## src/rtl/mem_access_ctrl_pkg.sv

```systemverilog
// Shared encodings for the memory-stage access initiator: request ops, FSM states
// and address-space limits.
package mem_access_ctrl_pkg;

  typedef enum logic [1:0] {
    OP_LOAD  = 2'b00,
    OP_STORE = 2'b01,
    OP_PUSH  = 2'b10,
    OP_POP   = 2'b11
  } op_e;

  typedef enum logic [2:0] {
    StIdle,
    StWr0,
    StWr1,
    StRd0,
    StRd1,
    StRdw
  } state_e;

  localparam logic [15:0] ADDR_MAX = 16'h07FF;
  localparam logic [15:0] SP_INIT  = 16'h07FF;

endpackage

```

## src/rtl/mem_access_ctrl.sv

```systemverilog
// Memory-stage access initiator: sequences narrow/wide load, store, push and pop
// requests onto a 16-bit word memory port and owns the stack pointer.
module mem_access_ctrl
  import mem_access_ctrl_pkg::*;
#(
  parameter logic [15:0] AddrMax = ADDR_MAX,
  parameter logic [15:0] SpInit  = SP_INIT
) (
  input  logic        i_clk,
  input  logic        i_rst_n,
  input  logic        i_req_valid,
  output logic        o_req_ready,
  input  logic [1:0]  i_req_op,
  input  logic        i_req_wide,
  input  logic [15:0] i_req_addr,
  input  logic [31:0] i_req_wdata,
  output logic        o_resp_valid,
  output logic [31:0] o_resp_rdata,
  output logic        o_addr_err,
  output logic [15:0] o_sp,
  output logic        o_mem_read,
  output logic        o_mem_write,
  output logic [15:0] o_mem_addr,
  output logic [15:0] o_mem_wdata,
  input  logic [15:0] i_mem_rdata
);

  state_e      r_state;
  logic [15:0] r_sp;
  logic        r_mem_read;
  logic        r_mem_write;
  logic [15:0] r_mem_addr;
  logic [15:0] r_mem_wdata;
  logic [15:0] r_addr1;
  logic [15:0] r_wdata_lo;
  logic        r_wide;
  logic [15:0] r_hi;
  logic        r_resp_valid;
  logic [31:0] r_resp_rdata;
  logic        r_addr_err;

  op_e         w_op;
  logic [15:0] w_step;
  logic [15:0] w_a0;
  logic [15:0] w_a1;
  logic [15:0] w_sp_next;
  logic        w_is_rd;
  logic        w_err;

  // w_a0 is always the first access (the hi word when wide), w_a1 the second (lo word).
  always_comb begin
    w_op      = op_e'(i_req_op);
    w_step    = i_req_wide ? 16'd2 : 16'd1;
    w_a0      = i_req_addr;
    w_a1      = i_req_addr + 16'd1;
    w_sp_next = r_sp;
    w_is_rd   = (w_op == OP_LOAD) || (w_op == OP_POP);
    case (w_op)
      OP_PUSH: begin
        w_a0      = r_sp;
        w_a1      = r_sp - 16'd1;
        w_sp_next = r_sp - w_step;
      end
      OP_POP: begin
        w_a0      = r_sp + w_step;
        w_a1      = r_sp + 16'd1;
        w_sp_next = r_sp + w_step;
      end
      default: ;
    endcase
    w_err = (w_a0 > AddrMax) || (i_req_wide && (w_a1 > AddrMax));
  end

  always_ff @(posedge i_clk or negedge i_rst_n) begin
    if (!i_rst_n) begin
      r_state      <= StIdle;
      r_sp         <= SpInit;
      r_mem_read   <= 1'b0;
      r_mem_write  <= 1'b0;
      r_mem_addr   <= '0;
      r_mem_wdata  <= '0;
      r_addr1      <= '0;
      r_wdata_lo   <= '0;
      r_wide       <= 1'b0;
      r_hi         <= '0;
      r_resp_valid <= 1'b0;
      r_resp_rdata <= '0;
      r_addr_err   <= 1'b0;
    end else begin
      r_resp_valid <= 1'b0;
      r_addr_err   <= 1'b0;
      case (r_state)
        StIdle: begin
          if (i_req_valid) begin
            r_wide     <= i_req_wide;
            r_addr1    <= w_a1;
            r_wdata_lo <= i_req_wdata[15:0];
            if (w_err) begin
              r_addr_err <= 1'b1;
              if (w_is_rd) begin
                r_resp_valid <= 1'b1;
                r_resp_rdata <= '0;
              end
            end else begin
              r_sp       <= w_sp_next;
              r_mem_addr <= w_a0;
              if (w_is_rd) begin
                r_state    <= StRd0;
                r_mem_read <= 1'b1;
              end else begin
                r_state     <= StWr0;
                r_mem_write <= 1'b1;
                r_mem_wdata <= i_req_wide ? i_req_wdata[31:16] : i_req_wdata[15:0];
              end
            end
          end
        end
        StWr0: begin
          if (r_wide) begin
            r_state     <= StWr1;
            r_mem_addr  <= r_addr1;
            r_mem_wdata <= r_wdata_lo;
          end else begin
            r_state     <= StIdle;
            r_mem_write <= 1'b0;
          end
        end
        StWr1: begin
          r_state     <= StIdle;
          r_mem_write <= 1'b0;
        end
        StRd0: begin
          if (r_wide) begin
            r_state    <= StRd1;
            r_mem_addr <= r_addr1;
          end else begin
            r_state    <= StRdw;
            r_mem_read <= 1'b0;
          end
        end
        StRd1: begin
          // Data from the RD0 access (hi word) is on i_mem_rdata now.
          r_state    <= StRdw;
          r_mem_read <= 1'b0;
          r_hi       <= i_mem_rdata;
        end
        StRdw: begin
          r_state      <= StIdle;
          r_resp_valid <= 1'b1;
          r_resp_rdata <= r_wide ? {r_hi, i_mem_rdata} : {16'h0000, i_mem_rdata};
        end
        default: r_state <= StIdle;
      endcase
    end
  end

  assign o_req_ready  = (r_state == StIdle);
  assign o_resp_valid = r_resp_valid;
  assign o_resp_rdata = r_resp_rdata;
  assign o_addr_err   = r_addr_err;
  assign o_sp         = r_sp;
  assign o_mem_read   = r_mem_read;
  assign o_mem_write  = r_mem_write;
  assign o_mem_addr   = r_mem_addr;
  assign o_mem_wdata  = r_mem_wdata;

endmodule
```

## config.mk

```make
export PLATFORM = sky130hd
export DESIGN_NAME = mem_access_ctrl
export DESIGN_NICKNAME = d
export VERILOG_FILES = /design/src/rtl/mem_access_ctrl_pkg.sv /design/src/rtl/mem_access_ctrl.sv
export SDC_FILE = /design/constraint.sdc
export NUM_CORES = 1
export LEC_CHECK = 0
export CORE_MARGIN = 2
export CORE_UTILIZATION = 48
export DETAILED_ROUTE_END_ITERATION = 10
export PLACE_DENSITY = 0.88
export RECOVER_POWER = 25
export SYNTH_ARGS = -nofsm -noshare
export SYNTH_HDL_FRONTEND = slang
export SYNTH_SLANG_ARGS = --single-unit
export TNS_END_PERCENT = 1
```

## constraint.sdc

```tcl
create_clock -name i_clk -period 2.98 [get_ports i_clk]
set_input_delay 0.596 -clock i_clk [delete_from_list [all_inputs] [get_ports i_clk]]
set_output_delay 0.596 -clock i_clk [all_outputs]
set_load 0.02 [all_outputs]
```

* Word-level counts from Yosys, hierarchy flattened
Index checks and enable logic that the tools add are counted.
** Storage, ports and cells
- Word-level logic and storage cells :: 98
- Flip-flop bits (word level) :: 136
- Output and inout bits :: 85
** Cells by class
- Reductions and logical operators :: 20
- Bitwise gates (word level) :: 1
- Equal/unequal tests :: 16
- $add $sub $neg :: 5
- Multiplexer cells :: 41
- Magnitude comparators :: 2
** Operator list (count)
- 16-bit case mux with 2 select lines :: 5
- 16-bit two-way mux :: 8
- 32-bit two-way mux :: 4
- 32-bit case mux with 2 select lines :: 1
- 16-bit by 1-bit adder with 16-bit output, second input constant :: 2
- 16-bit by 11-bit greater-than comparator with 1-bit output, second input constant :: 2
- 16-bit by 2-bit adder with 16-bit output :: 1
- 16-bit by 1-bit subtractor with 16-bit output, second input constant :: 1
- 16-bit by 2-bit subtractor with 16-bit output :: 1
- 5-bit AND reduction :: 3
- 1-bit two-way mux :: 14
- 2-bit != test, second input constant :: 6
- 3-bit case mux with 4 select lines :: 1
- 4-bit AND reduction :: 3
- 2-bit nonzero test :: 4
- 3-bit by 2-bit equality test with 1-bit output, second input constant :: 2
- 3-bit equality test, second input constant :: 2
- 2-bit two-way mux :: 3
- 3-bit two-way mux :: 2
- 2-bit by 1-bit != test with 1-bit output, second input constant :: 3
- 1-bit case mux with 3 select lines :: 2
- 3-bit nonzero test :: 2
- 2-bit equality test, second input constant :: 2
- 2-bit AND reduction :: 2
- 8 further kinds :: 9

* Depth between registers and ports, before layout
- Depth after elaboration :: 8
- Mapped depth :: 17
- Depth with buffers taken out :: 11

* Worst setup path after synthesis
OpenSTA, ideal clock, no wires.
- Path type :: in2reg
- Start :: input port i_req_op[0]
- End :: register r_mem_wdata[10] (netlist: o_mem_wdata[10])
- Setup time :: 125 ps
- Data required time :: 2855 ps
- Data arrival time :: 4166 ps
- Stages :: 17
- Setup slack :: -1311 ps
- Path buffers :: 7
- Cells stage by stage :: ha_1 > buf_4 > buf_6 > buf_2 > buf_1 > buf_1 > mux2_2 > ha_1 > and2_1 > nand3_1 > xnor2_1 > o211a_1 > a41o_1 > buf_6 > a31oi_4 > buf_12 > mux2_4
** Between the ends
- Longest elaborated chain between the ends :: 7
** RTL lines
- start: declaration :: line mem_access_ctrl.sv:13 : input logic [1:0] i_req_op,
- 2-bit equality test (on tied branches) :: line mem_access_ctrl.sv:57, mem_access_ctrl.sv:58
- 16-bit case mux with 2 select lines :: line mem_access_ctrl.sv:58 : case (w_op)
- 16-bit by 11-bit greater-than comparator with 1-bit output :: line mem_access_ctrl.sv:71 : w_err = (w_a0 > AddrMax) || (i_req_wide && (w_a1 > AddrMax));
- 1-bit logical AND :: line mem_access_ctrl.sv:71
- 1-bit logical OR :: line mem_access_ctrl.sv:71
- 2-bit != test (no source line)
- 5-bit AND reduction (no source line) (*)
- end signal: assignment :: line mem_access_ctrl.sv:113 : r_mem_wdata <= i_req_wide ? i_req_wdata[31:16] : i_req_wdata[15:0];
- end signal: assignment :: line mem_access_ctrl.sv:122 : r_mem_wdata <= r_wdata_lo;
- end: declaration :: line mem_access_ctrl.sv:33 : logic [15:0] r_mem_wdata;
Mark *: on every way between the ends. The rest lies on a longest branch, timed or not.
A chain may end at the register's enable or synchronous reset.

* Worst setup path after layout
- Start :: input port i_req_op[0]
- End :: register r_mem_wdata[8] (netlist: o_mem_wdata[8])
The elaborated chain is that of the path after synthesis.

==> impl_metrics.ini <==
[run_status]
status = finished, violations left
failed_checks = setup timing

[critical_path]
critPathCaptureType = flip-flop
worstPathArrival_ns = 3.48
worstPathMaxFanout = 8
crit_slowest_cell = a221oi_2
path_cells = buf_8, ha_4, buf_6, buf_12, buf_4, nand4_1, buf_4, a221oi_2, nand3_2, xor2_2, mux2i_4, a41o_1, a31oi_4, clkbuf_16, mux2_4
cpPeakStageDelay_ns = 0.36
path_buf_inv = 6
critPathKind = in -> reg
cp-start-kind = input pin
required_ns = 3.29
crit_family = compound AO/OA/AOI/OAI gates
critical_path.most_common_cell = buf_4

[placement]
place_congestion = 1.01
place.port_buffers = 154
hpwl_um = 17800
post_dp_cell_area_mm2 = 0.0104

[logic_synthesis]
seq_area_frac_synth = 0.433
synth_edf_count = 0
synth.area.top_cells = dfrtp_1, nand2_1, mux2_2, o21ai_0, dfstp_2
synth_top_area_cell = dfrtp_1
synthCells = 852
synth.cell_area_mm2 = 0.00789
synthFlopType = dfrtp_1
syn-mean-instance-area_um2 = 9.26
syn_nets = 932
ys_ff_latch = 136
async_reset_ff_frac = 1.00
yosysWarningCount = 0
synth_top_area_frac = 0.397
synth.distinct_cells = 76

[floorplan]
die_w_um = 132
die_area_mm2 = 0.0175
die_height_um = 132
rows = 46
core_mm2 = 0.0160
io_pins = 155
start_util = 0.493

[sta]
hold_ws_ns = 0.392
fin_crit_sh = 1.06
relSlewSlack = 0.0103
fmax_ghz = 0.316
tightest_slew_ns = 1.48
setup_violations = 51
fin_skew_ns = 0.00801
slew_viol_final = 0
period_minus_slack_ns = 3.17
fin_ws_ns = -0.185
grt_setup_unrepaired = true
hold_viol = 0

[worst_hold_path]
hp-class = in -> async

[flow_run]
drv_cap = 0

[cts]
h-tree-depth = 4
clk_latency_ns = 0.43
clk_pin_slew_ns = 0.06
cts_tree = yes
clock-sinks = 136
cts_root_buf = clkbuf_16
cts_buffer_depth = 2
cts_inserted_buffers = 17

[route]
via_per_inst = 6.01
drcViolationCount = 0
drtAntennaViolNets = 0
drt_first_iter_violations = 1058
firstDrtPassIters = 7
avgRoutedWirePerCell_um = 20.5
vias = 8014
drt_wl_total_um = 27300

[layout]
fillCellCount = 1115
final_util = 0.713
drive_above_1_share = 0.258
stdcell_area_mm2 = 0.0114
nNetsFinal = 1185
diodes = 0
ff_latch_area_mm2 = 0.00342
syn2layout_area_growth_pct = 44.6
multi_input_area_mm2 = 0.00437

[global_route]
grt_overflow = 0
track_usage = 0.308
grt_max_degree = 117
grt_pass1_wl_um = 42600
antenna_found_initial = 1
grt_pass1_vias = 7867

[power]
clkPwrFrac = 0.213
internal_power_w = 0.00609
leakage_nw = 5.05
swShare = 0.397
p_seq_frac = 0.306
power_frac_comb = 0.481
vdd_drop_max_mv = 0.512
p_switching_w = 0.00400
p_per_area_mw_per_mm2 = 885
power_w = 0.0101
cell usage after synthesis, drive strengths merged, types with 8 or more instances:
cell type,number
nand2,192
dfrtp,125
o21ai,61
a21oi,53
mux2,51
clkbuf,36
nor2,35
mux2i,30
buf,27
xnor2,26
nand3,20
nand4,17
inv,15
nor3,15
xor2,15
a31oi,11
dfstp,11
and2,8
ha,8
nor4,8
logic make-up after synthesis:
logic type / after synthesis / synth area share
adders and majority gates: 10 / 0.0178
buffers and inverters: 78 / 0.0455
muxes: 81 / 0.120
DFF: 136 / 0.433
and+or+nand+nor: 326 / 0.192
xor gates and xnor gates: 41 / 0.0465
AOI/OAI and AO/OA: 180 / 0.145
layout make-up:
class	count	area share
Clock inverter	14	0.0143
Tap cell	216	0.0237
Clock buffer	17	0.0373
Multi-Input combinational cell	638	0.383
Inverter	15	0.00494
Timing Repair Buffer	297	0.238
Sequential cell	136	0.300
routing by layer:
layer / share of wire / GRT usage / vias up / wire length (µm)
li1: - / - / 3499 / -
met1: 0.38 / 0.393 / 3898 / 10400
met2: 0.49 / 0.512 / 483 / 13300
met3: 0.087 / 0.0642 / 132 / 2380
met4: 0.044 / 0.124 / 2 / 1210
met5: 0.00055 / 0 / - / 15
layout by cell type (no fill, tap or decap), drive strengths merged, types with 17 or more instances in the layout:
cell           count
xnor2             26
nor2              35
mux2i             30
nand3             20
buf              144
clkbuf            20
a21oi             53
clkdlybuf4s50    148
o21ai             61
nand2            192
dfrtp            125
mux2              51
inv               23
nand4             17
metrics by stage:
step	cells	worst slack (ns)	TNS [ns]
after CTS	1332	-0.0504	-0.432
after global placement	1279	-0.856	-66.38
after global routing	1333	-0.209	-7.61
after detailed placement	1279	-1.01	-76.73
final	1333	-0.185	-4.49
after floorplan	852	-0.592	-30.03
power groups by stage:
stage | clock network, W | logic, W | registers [W]
5_1_grt | 0.00225 | 0.00516 | 0.00315
4_1_cts | 0.00217 | 0.00472 | 0.00306
2_1_floorplan | 0 | 0.00232 | 0.00328
3_3_place_gp | 0 | 0.00431 | 0.00307
3_5_place_dp | 0 | 0.00445 | 0.00310
6_report | 0.00215 | 0.00485 | 0.00309
repair_timing:
item / 4_1_cts / 5_1_grt
buffers inserted: 22 / 2
gates resized for setup: 56 / 27
cloned: 1 / 0
pin swaps: 18 / 17
hold buffers: 0 / 0
endpoints found under the setup margin: 86 / 84
state kept, by name (all words and copies together), names as in the netlist, 3 cells and up:
signal / cells
o_sp: 16
r_state: 3
o_mem_addr: 16
o_resp_rdata: 32
r_hi: 16
r_wdata_lo: 16
r_addr1: 16
o_mem_wdata: 16
final timing paths:
| check | start | end | slack [ns] | depth (start not counted) |
|---|---|---|---|---|
| min in group i_clk | r_addr1[0] | r_addr1[0] | 0.48 | 2 |
| setup reg to reg | o_sp[12] | o_mem_wdata[8] | -0.12 | 9 |
| max in group asynchronous | i_rst_n | r_wide | 0.47 | 2 |
| hold reg to reg | r_addr1[0] | r_addr1[0] | 0.48 | 2 |
| setup / recovery | i_req_op[0] | o_mem_wdata[8] | -0.19 | 15 |
| hold / removal | i_rst_n | r_addr1[10] | 0.39 | 1 |
Power figures use the tool's default switching activity.
